==> src/rtl/enc_pkg.sv <==
// rtl/enc_pkg.sv - shared types and defaults for the two-channel encoder capture block
package enc_pkg;

  localparam int CNT_W      = 64;
  localparam int SYNC_DEPTH = 2;

  typedef enum logic [1:0] {
    IDLE   = 2'd0,
    WAIT_Z = 2'd1,
    ACTIVE = 2'd2
  } stm_t;

endpackage

==> src/rtl/enc_cnt.sv <==
// rtl/enc_cnt.sv - one encoder channel: input sync, edge detect, arm/index FSM, counter, overflow
module enc_cnt
  import enc_pkg::*;
#(
  parameter int                 P_CNT_W   = CNT_W,
  parameter logic [P_CNT_W-1:0] P_CNT_MAX = {P_CNT_W{1'b1}},
  parameter int                 P_SYNC    = SYNC_DEPTH
) (
  input  logic               clk,
  input  logic               rst,
  input  logic               arm,
  input  logic               a,
  input  logic               z,
  output logic               strobe,
  output logic               z_sync,
  output logic               overflow,
  output logic               ready,
  output logic [P_CNT_W-1:0] cnt_out
);

  logic [P_SYNC-1:0] a_sr;
  logic [P_SYNC-1:0] z_sr;
  logic [P_SYNC-1:0] arm_sr;
  logic              a_prev;
  logic              z_prev;
  logic              a_s;
  logic              z_s;
  logic              arm_s;
  logic              a_rise;
  logic              z_rise;

  stm_t              r_stm;
  stm_t              w_stm_nxt;
  logic              w_stm_active;

  logic [P_CNT_W-1:0] r_cnt;
  logic [P_CNT_W-1:0] w_cnt_inc;
  logic               w_wrap;
  logic               w_count;

  assign a_s    = a_sr[P_SYNC-1];
  assign z_s    = z_sr[P_SYNC-1];
  assign arm_s  = arm_sr[P_SYNC-1];
  assign a_rise = a_s & ~a_prev;
  assign z_rise = z_s & ~z_prev;

  always_ff @(posedge clk) begin
    if (rst) begin
      a_sr   <= '0;
      z_sr   <= '0;
      arm_sr <= '0;
      a_prev <= 1'b0;
      z_prev <= 1'b0;
    end else begin
      a_sr   <= {a_sr[P_SYNC-2:0], a};
      z_sr   <= {z_sr[P_SYNC-2:0], z};
      arm_sr <= {arm_sr[P_SYNC-2:0], arm};
      a_prev <= a_s;
      z_prev <= z_s;
    end
  end

  always_ff @(posedge clk) begin
    if (rst) r_stm <= IDLE;
    else     r_stm <= w_stm_nxt;
  end

  // Disarm wins over everything, so a drop of arm mid-count lands in IDLE next cycle.
  always_comb begin
    w_stm_nxt = r_stm;
    if (!arm_s) begin
      w_stm_nxt = IDLE;
    end else begin
      case (r_stm)
        IDLE:    w_stm_nxt = WAIT_Z;
        WAIT_Z:  if (z_rise) w_stm_nxt = ACTIVE;
        ACTIVE:  w_stm_nxt = ACTIVE;
        default: w_stm_nxt = IDLE;
      endcase
    end
  end

  assign w_stm_active = (r_stm == ACTIVE);
  assign w_wrap       = (r_cnt == P_CNT_MAX);
  assign w_cnt_inc    = w_wrap ? '0 : r_cnt + P_CNT_W'(1);
  assign w_count      = w_stm_active & arm_s & a_rise;

  // r_cnt and cnt_out are both cleared while disarmed, which is what entering IDLE means.
  always_ff @(posedge clk) begin
    if (rst || !arm_s) begin
      r_cnt    <= '0;
      cnt_out  <= '0;
      overflow <= 1'b0;
      strobe   <= 1'b0;
    end else begin
      strobe <= w_count;
      if (w_count) begin
        r_cnt   <= w_cnt_inc;
        cnt_out <= w_cnt_inc;
        if (w_wrap) overflow <= 1'b1;
      end
    end
  end

  assign z_sync = z_s;
  assign ready  = w_stm_active;

endmodule

==> src/rtl/enc_top.sv <==
// rtl/enc_top.sv - two-channel incremental encoder capture with forwarded select line
module enc_top
  import enc_pkg::*;
#(
  parameter int                 P_CNT_W   = CNT_W,
  parameter logic [P_CNT_W-1:0] P_CNT_MAX = {P_CNT_W{1'b1}},
  parameter int                 P_SYNC    = SYNC_DEPTH
) (
  input  logic               CLK,
  input  logic               I_RST,
  input  logic               I_ARM,
  input  logic               I_SEL,
  input  logic               I_A0,
  input  logic               I_A1,
  input  logic               I_Z0,
  input  logic               I_Z1,
  output logic               O_A0,
  output logic               O_A1,
  output logic               O_Z0,
  output logic               O_Z1,
  output logic               O_SEL,
  output logic [P_CNT_W-1:0] O_CNT_A0,
  output logic [P_CNT_W-1:0] O_CNT_A1,
  output logic               O_OVERFLOW_0,
  output logic               O_OVERFLOW_1,
  output logic               O_READY_0,
  output logic               O_READY_1
);

  logic [P_SYNC-1:0] sel_sr;

  always_ff @(posedge CLK) begin
    if (I_RST) sel_sr <= '0;
    else       sel_sr <= {sel_sr[P_SYNC-2:0], I_SEL};
  end

  assign O_SEL = sel_sr[P_SYNC-1];

  enc_cnt #(
    .P_CNT_W  (P_CNT_W),
    .P_CNT_MAX(P_CNT_MAX),
    .P_SYNC   (P_SYNC)
  ) ENC_CNT0 (
    .clk     (CLK),
    .rst     (I_RST),
    .arm     (I_ARM),
    .a       (I_A0),
    .z       (I_Z0),
    .strobe  (O_A0),
    .z_sync  (O_Z0),
    .overflow(O_OVERFLOW_0),
    .ready   (O_READY_0),
    .cnt_out (O_CNT_A0)
  );

  enc_cnt #(
    .P_CNT_W  (P_CNT_W),
    .P_CNT_MAX(P_CNT_MAX),
    .P_SYNC   (P_SYNC)
  ) ENC_CNT1 (
    .clk     (CLK),
    .rst     (I_RST),
    .arm     (I_ARM),
    .a       (I_A1),
    .z       (I_Z1),
    .strobe  (O_A1),
    .z_sync  (O_Z1),
    .overflow(O_OVERFLOW_1),
    .ready   (O_READY_1),
    .cnt_out (O_CNT_A1)
  );

endmodule

==> config.mk <==
export PLATFORM = sky130hd
export DESIGN_NAME = enc_top
export DESIGN_NICKNAME = d
export VERILOG_FILES = /design/src/rtl/enc_pkg.sv /design/src/rtl/enc_cnt.sv /design/src/rtl/enc_top.sv
export SDC_FILE = /design/constraint.sdc
export NUM_CORES = 1
export LEC_CHECK = 0
export ABC_AREA = 0
export CORE_AREA = 2 2 129 131
export CTS_CLUSTER_DIAMETER = 100
export CTS_CLUSTER_SIZE = 20
export DETAILED_ROUTE_END_ITERATION = 8
export DIE_AREA = 0 0 131 133
export PLACE_DENSITY_LB_ADDON = 0.12
export SETUP_SLACK_MARGIN = 0.3
export SLEW_MARGIN = 20
export SYNTH_ARGS = -nofsm -noshare
export SYNTH_HDL_FRONTEND = slang
export SYNTH_SLANG_ARGS = --single-unit
==> constraint.sdc <==
create_clock -name CLK -period 2.9 [get_ports CLK]
set_clock_uncertainty 0.15 [all_clocks]
set_input_delay 0.725 -clock CLK [delete_from_list [all_inputs] [get_ports CLK]]
set_output_delay 0.725 -clock CLK [all_outputs]
set_load 0.005 [all_outputs]
==> results of run 1 <==
==> critical path, cell delays in order (launching register included) <==
cell and delay, ns:
sky130_fd_sc_hd__dfxtp_1 0.41, sky130_fd_sc_hd__nand4_1 0.20, sky130_fd_sc_hd__or4_4 0.53, sky130_fd_sc_hd__or4_4 0.58, sky130_fd_sc_hd__or4_4 0.50, sky130_fd_sc_hd__a21oi_2 0.14
==> per-stage QoR <==
step | cells | instance area, um^2 | total power, W
floorplan | 861 | 7140 | 0.00217
global placement | 1250 | 9180 | 0.00220
detailed placement | 1250 | 9180 | 0.00220
CTS | 1286 | 9890 | 0.00463
global route | 1297 | 10100 | 0.00473
finish | 1297 | 10100 | 0.00461
==> cells in the mapped netlist <==
cell type                    n
sky130_fd_sc_hd__dfxtp_1   152
sky130_fd_sc_hd__nor2_1    100
sky130_fd_sc_hd__a21oi_1    65
sky130_fd_sc_hd__nand2_1    62
sky130_fd_sc_hd__nand3_1    59
sky130_fd_sc_hd__nand4_1    56
sky130_fd_sc_hd__o21ai_0    44
sky130_fd_sc_hd__or3_1      43
sky130_fd_sc_hd__xnor2_1    31
sky130_fd_sc_hd__xor2_1     30
sky130_fd_sc_hd__or4_1      26
sky130_fd_sc_hd__nor3_1     23
sky130_fd_sc_hd__nor4_1     22
sky130_fd_sc_hd__clkbuf_1   21
sky130_fd_sc_hd__o31ai_1    20
sky130_fd_sc_hd__nor2b_1    16
sky130_fd_sc_hd__inv_1      14
sky130_fd_sc_hd__and3_1     11
sky130_fd_sc_hd__and4_1     11
sky130_fd_sc_hd__buf_2       8
sky130_fd_sc_hd__ha_1        8
sky130_fd_sc_hd__nand4b_1    4
sky130_fd_sc_hd__and2_0      3
sky130_fd_sc_hd__and2_1      3
sky130_fd_sc_hd__and4b_1     3
sky130_fd_sc_hd__nor4_2      3
sky130_fd_sc_hd__o21a_1      3
sky130_fd_sc_hd__or4_4       3
sky130_fd_sc_hd__nand3b_1    2
sky130_fd_sc_hd__o41ai_1     2
sky130_fd_sc_hd__or4b_1      2
sky130_fd_sc_hd__a21bo_2     1
sky130_fd_sc_hd__a21oi_2     1
sky130_fd_sc_hd__buf_4       1
sky130_fd_sc_hd__buf_6       1
sky130_fd_sc_hd__nand2b_1    1
sky130_fd_sc_hd__nand4_2     1
sky130_fd_sc_hd__nor4b_1     1
sky130_fd_sc_hd__o21ai_1     1
sky130_fd_sc_hd__o21ba_2     1
sky130_fd_sc_hd__o31ai_2     1
sky130_fd_sc_hd__or4b_2      1
==> layout by cell type (no fill, tap or decap), drive strengths merged, types with 31 or more instances in the layout <==
master         count
dfxtp            152
xnor2             31
o21ai             45
a21oi             66
nand3             59
nand4             57
clkdlybuf4s50    144
or3               43
buf               71
nor2             100
nand2             62
==> where the power goes <==
group	internal [W]	switching [W]	leakage (nW)	total, W
sequential	0.00210	0.00000356	1.23	0.00210
combinational	0.0000292	0.0000305	1.49	0.0000597
clock	0.00159	0.000856	0.313	0.00245
total	0.00372	0.000890	3.04	0.00461
==> cells by family after synthesis <==
family / count (synthesis) / synth area share
buffers and inverters: 45 / 0.0267
DFF: 152 / 0.427
AOI/OAI and AO/OA: 139 / 0.110
and+or+nand+nor: 456 / 0.348
xor gates and xnor gates: 61 / 0.0749
adders and majority gates: 8 / 0.0140
==> state kept, by name, indices dropped and copies added, names as in the netlist <==
signal             flops
ENC_CNT0.a_prev        1
ENC_CNT0.a_sr          2
ENC_CNT0.arm_sr        2
ENC_CNT0.cnt_out      64
ENC_CNT0.overflow      1
ENC_CNT0.r_stm         2
ENC_CNT0.strobe        1
ENC_CNT0.z_prev        1
ENC_CNT0.z_sr          2
ENC_CNT1.a_prev        1
ENC_CNT1.a_sr          2
ENC_CNT1.overflow      1
ENC_CNT1.r_cnt        64
ENC_CNT1.r_stm         2
ENC_CNT1.strobe        1
ENC_CNT1.z_prev        1
ENC_CNT1.z_sr          2
sel_sr                 2
==> path summary, 6_finish.rpt <==
kind,start,endpoint,slack [ns],cells after the start
worst max-delay path,ENC_CNT1.r_cnt[25],ENC_CNT1.r_cnt[40],0.33,5
worst min-delay path,ENC_CNT0.z_sr[0],ENC_CNT0.z_sr[1],0.29,1
worst max register to register,ENC_CNT1.r_cnt[25],ENC_CNT1.r_cnt[40],0.33,5
worst min register to register,ENC_CNT0.z_sr[0],ENC_CNT0.z_sr[1],0.29,1
==> cell type report <==
type | count | area, um^2
Sequential cell | 152 | 3060
Clock inverter | 8 | 168
Multi-Input combinational cell | 664 | 4050
Clock buffer | 23 | 478
Inverter | 14 | 52.6
Tap cell | 220 | 275
Timing Repair Buffer | 216 | 2040
Fill cell | 1440 | 6060
==> what timing repair did <==
action,in CTS,in global routing
setup endpoints to repair,63,96
buffers inserted,5,10
gates resized for setup,6,30
pin swaps,6,13
cloned,0,1
hold endpoints to repair,0,0
==> per-layer routing <==
| metal | global-route usage | routed length (um) | up-vias |
|---|---|---|---|
| met2 | 0.336 | 9120 | 191 |
| met3 | 0.0416 | 993 | 21 |
| met1 | 0.350 | 10300 | 3467 |
| met5 | 0 | 0 | - |
| met4 | 0.0733 | 301 | 0 |
| li1 | - | - | 3576 |
==> impl_summary.log, run 1 <==
[metrics] outcome: finished, final reports clean
[metrics] number of top-level pins: 145
[metrics] Synth area leader: sky130_fd_sc_hd__dfxtp_1
[metrics] Synth area leaders: sky130_fd_sc_hd__dfxtp_1, sky130_fd_sc_hd__nor2_1, sky130_fd_sc_hd__nand4_1
[metrics] mean routed wirelength per cell: 16.0 um
[metrics] shortest period the worst path allows: 2.57 ns
[metrics] pin count of the biggest net entering global routing: 42
[metrics] Yosys warning total: 0
[metrics] number of buffers created by CTS: 17
[metrics] post-synthesis cell area: 7130 um^2
[metrics] routability congestion estimate: 0.933
[metrics] post-route worst hold slack: 0.286 ns
[metrics] clock buffer depth: 2
[metrics] share of post-route cells with drive strength above 1: 0.129
[metrics] fraction of the cycle the final worst path needs: 0.886
[metrics] share of the yosys chip area belonging to registers: 0.427
[metrics] Iter 0 DRT Violations: 507
[metrics] final routed wirelength across all metal layers: 20.7 mm
[metrics] worst-case setup margin in the final layout: 0.329 ns
[metrics] synthesis-to-layout area growth: 41.8%
[metrics] slew of the pin with the lowest slew margin: 0.500 ns
[metrics] Avg Inst Size Synth: 8.28 um^2
[metrics] vias per cell: 5.59
[metrics] number of global-route vias before repair: 6,452
[metrics] worst-skew pair later-pin latency: 0.42 ns
[metrics] post-route antenna net violation count: 0
[metrics] total power divided by cell area: 455 nW/um^2
[metrics] top achievable clock speed: 389 MHz
[metrics] post-synth top area share: 0.427
[metrics] Final Setup Violations: 0
[metrics] width of the chip: 131 um
[metrics] endpoints failing hold: 0
[metrics] total congestion overflow: 0
[metrics] maximum vdd ir drop: 0.000421 V
[metrics] critical setup path kind: reg2reg
[metrics] Setup Slack @ Placement: -0.00635 ns
[metrics] total core area: 16,200 um^2
[metrics] type of the most critical hold path: reg2reg
[metrics] quantity of hold-fixing buffers added after cts: 0
[metrics] max-slew violation total from the final report: 0
[metrics] leakage power figure: 3.04 nW
[metrics] normalized max-slew margin: 0.664
[metrics] first-pass GRT wire length: 32.7 mm
[metrics] flops & latches, synth: 152
[metrics] cell at the root of the clock tree: sky130_fd_sc_hd__clkbuf_16
[metrics] CTS tree: yes
[metrics] die boundary height: 133 um
[metrics] Post-layout nets: 1,081
[metrics] PortBufs: 144
[metrics] Unique masters post-synth: 42
[metrics] final sum of negative setup slack: 0 ns
[metrics] # DRC: 0
[metrics] starting utilization of the core area: 0.441
[metrics] Global Route Usage Sum: 0.233
[metrics] gate count after technology mapping: 861
[metrics] unrepaired setup endpoints after global routing: true
[metrics] sum of net half-perimeters after detailed placement: 14.6 mm
[metrics] detailed-route via count: 7,255
[metrics] # Max-Cap Violations: 0
[metrics] level count of the clock H-tree: 4
[metrics] placement row count: 47
[metrics] largest fanout of any net on the critical path: 7
[metrics] clock sink total: 152
[metrics] data arrival time at the worst-slack endpoint: 2.78 ns
[metrics] sort of element at the end of the critical path: register
[metrics] launching element type of the critical path: register
[metrics] antenna cell count: 0
[metrics] total iterations of the first detailed-routing run: 5
[metrics] CTS clk-pin slew, worst paths: 0.06 ns
[metrics] net count after synthesis: 877
[metrics] share of the core filled with cells in the final layout: 0.625
[metrics] critical path required time: 3.11 ns
[metrics] antenna violations before repair: 0
[metrics] die area: 17,400 um^2
Power figures use the tool's default switching activity.
==> run 2: changes to the inputs <==
- ABC_AREA: 0 -> default
- DONT_BUFFER_PORTS: default -> 1
==> impl_summary.log, run 2 (synthesis results as in run 1) <==
[metrics] worst-skew pair later-pin latency: 0.42 ns (about the same)
[metrics] critical setup path kind: reg2reg
[metrics] wire length on met3: 1.54 mm (+55%)
[metrics] mean routed wirelength per cell: 18.1 um (+13%)
[metrics] share of power burned in combinational logic: 0.009 (-0.004)
[metrics] total iterations of the first detailed-routing run: 6 (+1)
[metrics] CTS clk-pin slew, worst paths: 0.06 ns (about the same)
[metrics] Post-layout nets: 929 (-14%)
[metrics] Iter 0 DRT Violations: 470 (-7.3%)
[metrics] die area: 17,400 um^2 (unchanged)
[metrics] antenna cell count: 0 (unchanged)
[metrics] slew of the pin with the lowest slew margin: 0.674 ns (+0.174 ns)
[metrics] routability congestion estimate: 0.877 (-6.1%)
[metrics] outcome: finished, final reports clean
[metrics] largest fanout of any net on the critical path: 3 (-4)
[metrics] final cell count without fillers: 1,145 (-12%)
[metrics] final sum of negative setup slack: 0 ns (unchanged)
[metrics] leakage power figure: 2.47 nW (-19%)
[metrics] die boundary height: 133 um (unchanged)
[metrics] capture endpoint of the worst hold path: ENC_CNT0.z_prev
[metrics] quantity of hold-fixing buffers added after cts: 0 (unchanged)
[metrics] instance count along the most critical hold path: 1 (unchanged)
[metrics] highest-count cells in the layout ignoring fill and taps: sky130_fd_sc_hd__dfxtp_1, sky130_fd_sc_hd__nor2_1, sky130_fd_sc_hd__a21oi_1, sky130_fd_sc_hd__nand2_1
[metrics] Final Setup Violations: 0 (unchanged)
[metrics] unrepaired setup endpoints after global routing: false
[metrics] number of top-level pins: 145 (unchanged)
[metrics] synthesis-to-layout area growth: 19.9%
[metrics] maximum vdd ir drop: 0.000401 V (-4.6%)
[metrics] count of fill cells added during filler insertion: 1,496 (+3.9%)
[metrics] origin of the worst min-delay path: I_RST
[metrics] total power divided by cell area: 513 nW/um^2 (+13%)
[metrics] part of the total power dissipated in the clock network: 0.512 (-0.019)
[metrics] reg2reg start: ENC_CNT1.r_stm[0]
[metrics] detailed-route via count: 6,797 (-6.3%)
[metrics] total core area: 16,200 um^2 (unchanged)
[metrics] level count of the clock H-tree: 4 (unchanged)
[metrics] width of the chip: 131 um (unchanged)
[metrics] highest metal used: met4
[metrics] wire length the detailed router placed on met1: 9.51 mm (-7.8%)
[metrics] Met2 Wirelength: 9.36 mm (+2.6%)
[metrics] cell-internal power: 0.00346 W (-6.8%)
[metrics] final routed wirelength across all metal layers: 20.7 mm (about the same)
[metrics] data arrival time at the worst-slack endpoint: 2.75 ns (-0.03 ns)
[metrics] share of post-route cells with drive strength above 1: 0.139 (+0.0104)
[metrics] # Max-Cap Violations: 0 (unchanged)
[metrics] Inst Count DP: 1,102 (-12%)
[metrics] vias per cell: 5.94 (+6.1%)
[metrics] normalized max-slew margin: 0.550 (-0.113)
[metrics] placement row count: 47 (unchanged)
[metrics] Net Switching: 0.000923 W (+3.7%)
[metrics] final design area excluding fillers: 8550 um^2 (-15%)
[metrics] clock sink total: 152 (unchanged)
[metrics] Worst R2R Path Depth: 8 (+3)
[metrics] critical path required time: 3.10 ns (about the same)
[metrics] first-pass GRT wire length: 32.3 mm (-1.3%)
[metrics] antenna violations before repair: 0 (unchanged)
[metrics] clock buffer depth: 2 (unchanged)
[metrics] part of the power in registers: 0.479 (+0.023)
[metrics] endpoints failing hold: 0 (unchanged)
[metrics] Global Route Usage Sum: 0.232 (-0.00128)
[metrics] area of placed instances: 7700 um^2 (-16%)
[metrics] Regs by FF count: ENC_CNT0.cnt_out (64), ENC_CNT1.r_cnt (64)
[metrics] sort of element at the end of the critical path: register
[metrics] pin count of the biggest net entering global routing: 43 (+2.4%)
[metrics] top achievable clock speed: 392 MHz (+0.90%)
[metrics] starting utilization of the core area: 0.441 (unchanged)
[metrics] number of buffers created by CTS: 17 (unchanged)
[metrics] critical register-to-register path endpoint: ENC_CNT1.r_cnt[60]
[metrics] PortBufs: 0 (-100%)
[metrics] max-slew violation total from the final report: 0 (unchanged)
[metrics] sum of net half-perimeters after detailed placement: 14.8 mm (+1.1%)
[metrics] post-route antenna net violation count: 0 (unchanged)
[metrics] share of the core filled with cells in the final layout: 0.529 (-0.0966)
[metrics] share of total power consumed by net switching: 0.210 (+0.0172)
[metrics] most frequent standard cell in the layout excluding fill and tap cells: sky130_fd_sc_hd__dfxtp_1
[metrics] number of global-route vias before repair: 6,273 (-2.8%)
[metrics] CTS tree: yes
[metrics] launching element type of the critical path: register
[metrics] post-route worst hold slack: 0.212 ns (-0.0745 ns)
[metrics] cell at the root of the clock tree: sky130_fd_sc_hd__clkbuf_16
[metrics] fraction of the cycle the final worst path needs: 0.879 (-0.00794)
[metrics] # DRC: 0 (unchanged)
[metrics] total congestion overflow: 0 (unchanged)
[metrics] type of the most critical hold path: in2reg
[metrics] shortest period the worst path allows: 2.55 ns (-0.0230 ns)
[metrics] R2R setup slack: 0.35 ns (+0.02 ns)
run 2: per-stage QoR:
stage / power [W] / setup WS [ns]
final: 0.00439 / 0.352
after global routing: 0.00452 / 0.263
after CTS: 0.00442 / 0.296
after detailed placement: 0.00218 / 0.199
after global placement: 0.00218 / 0.249
after floorplan: 0.00217 / 0.289
run 2: routing by layer:
| layer | vias to the layer above | global-route usage |
|---|---|---|
| met2 | 214 | 0.339 |
| li1 | 3277 | - |
| met4 | 0 | 0.0810 |
| met1 | 3281 | 0.324 |
| met3 | 25 | 0.0671 |
| met5 | - | 0 |
run 2: area by class of cell:
cell class,instances,area (um^2),area share
clock buffer,20,437,0.0511
clock inverter,11,151,0.0177
inverter,14,52.6,0.00614
multi-input combinational,664,4050,0.473
sequential,152,3050,0.357
tap,220,275,0.0322
timing repair buffer,64,538,0.0629
run 2: worst max path at each step:
| stage | from | endpoint | depth (start not counted) |
|---|---|---|---|
| 6_report | ENC_CNT1.r_stm[0] | ENC_CNT1.r_cnt[60] | 8 |
| 5_1_grt | ENC_CNT1.r_cnt[8] | ENC_CNT1.r_cnt[52] | 6 |
| 4_1_cts | ENC_CNT1.r_stm[0] | ENC_CNT1.r_cnt[50] | 8 |
| 3_5_place_dp | ENC_CNT1.r_stm[0] | ENC_CNT1.r_cnt[50] | 8 |
| 3_3_place_gp | ENC_CNT1.r_stm[0] | ENC_CNT1.r_cnt[50] | 8 |
| 2_1_floorplan | ENC_CNT1.r_stm[0] | ENC_CNT1.r_cnt[25] | 10 |
run 2: what timing repair did:
action | 4_1_cts | 5_1_grt
resized for setup | 9 | 24
pin swaps | 7 | 13
setup buffers | 4 | 7
setup endpoints to repair | 52 | 91
cloned | 0 | 1
run 2: power groups by stage:
| stage | Combinational (W) | Sequential, W | Clock (W) |
|---|---|---|---|
| final | 0.0000402 | 0.00210 | 0.00224 |
| after CTS | 0.0000360 | 0.00210 | 0.00229 |
| after global routing | 0.0000438 | 0.00210 | 0.00237 |
| after detailed placement | 0.0000358 | 0.00215 | 0 |
| after global placement | 0.0000348 | 0.00215 | 0 |
| after floorplan | 0.0000269 | 0.00215 | 0 |
run 2: worst max-delay path, cell delays in order (launching register included):
cell and delay, ns:
sky130_fd_sc_hd__dfxtp_2 0.32, sky130_fd_sc_hd__inv_2 0.08, sky130_fd_sc_hd__ha_4 0.13, sky130_fd_sc_hd__nand4b_1 0.11, sky130_fd_sc_hd__or4_4 0.56, sky130_fd_sc_hd__buf_6 0.14, sky130_fd_sc_hd__or4_4 0.53, sky130_fd_sc_hd__or3_1 0.32
sky130_fd_sc_hd__a21oi_1 0.13
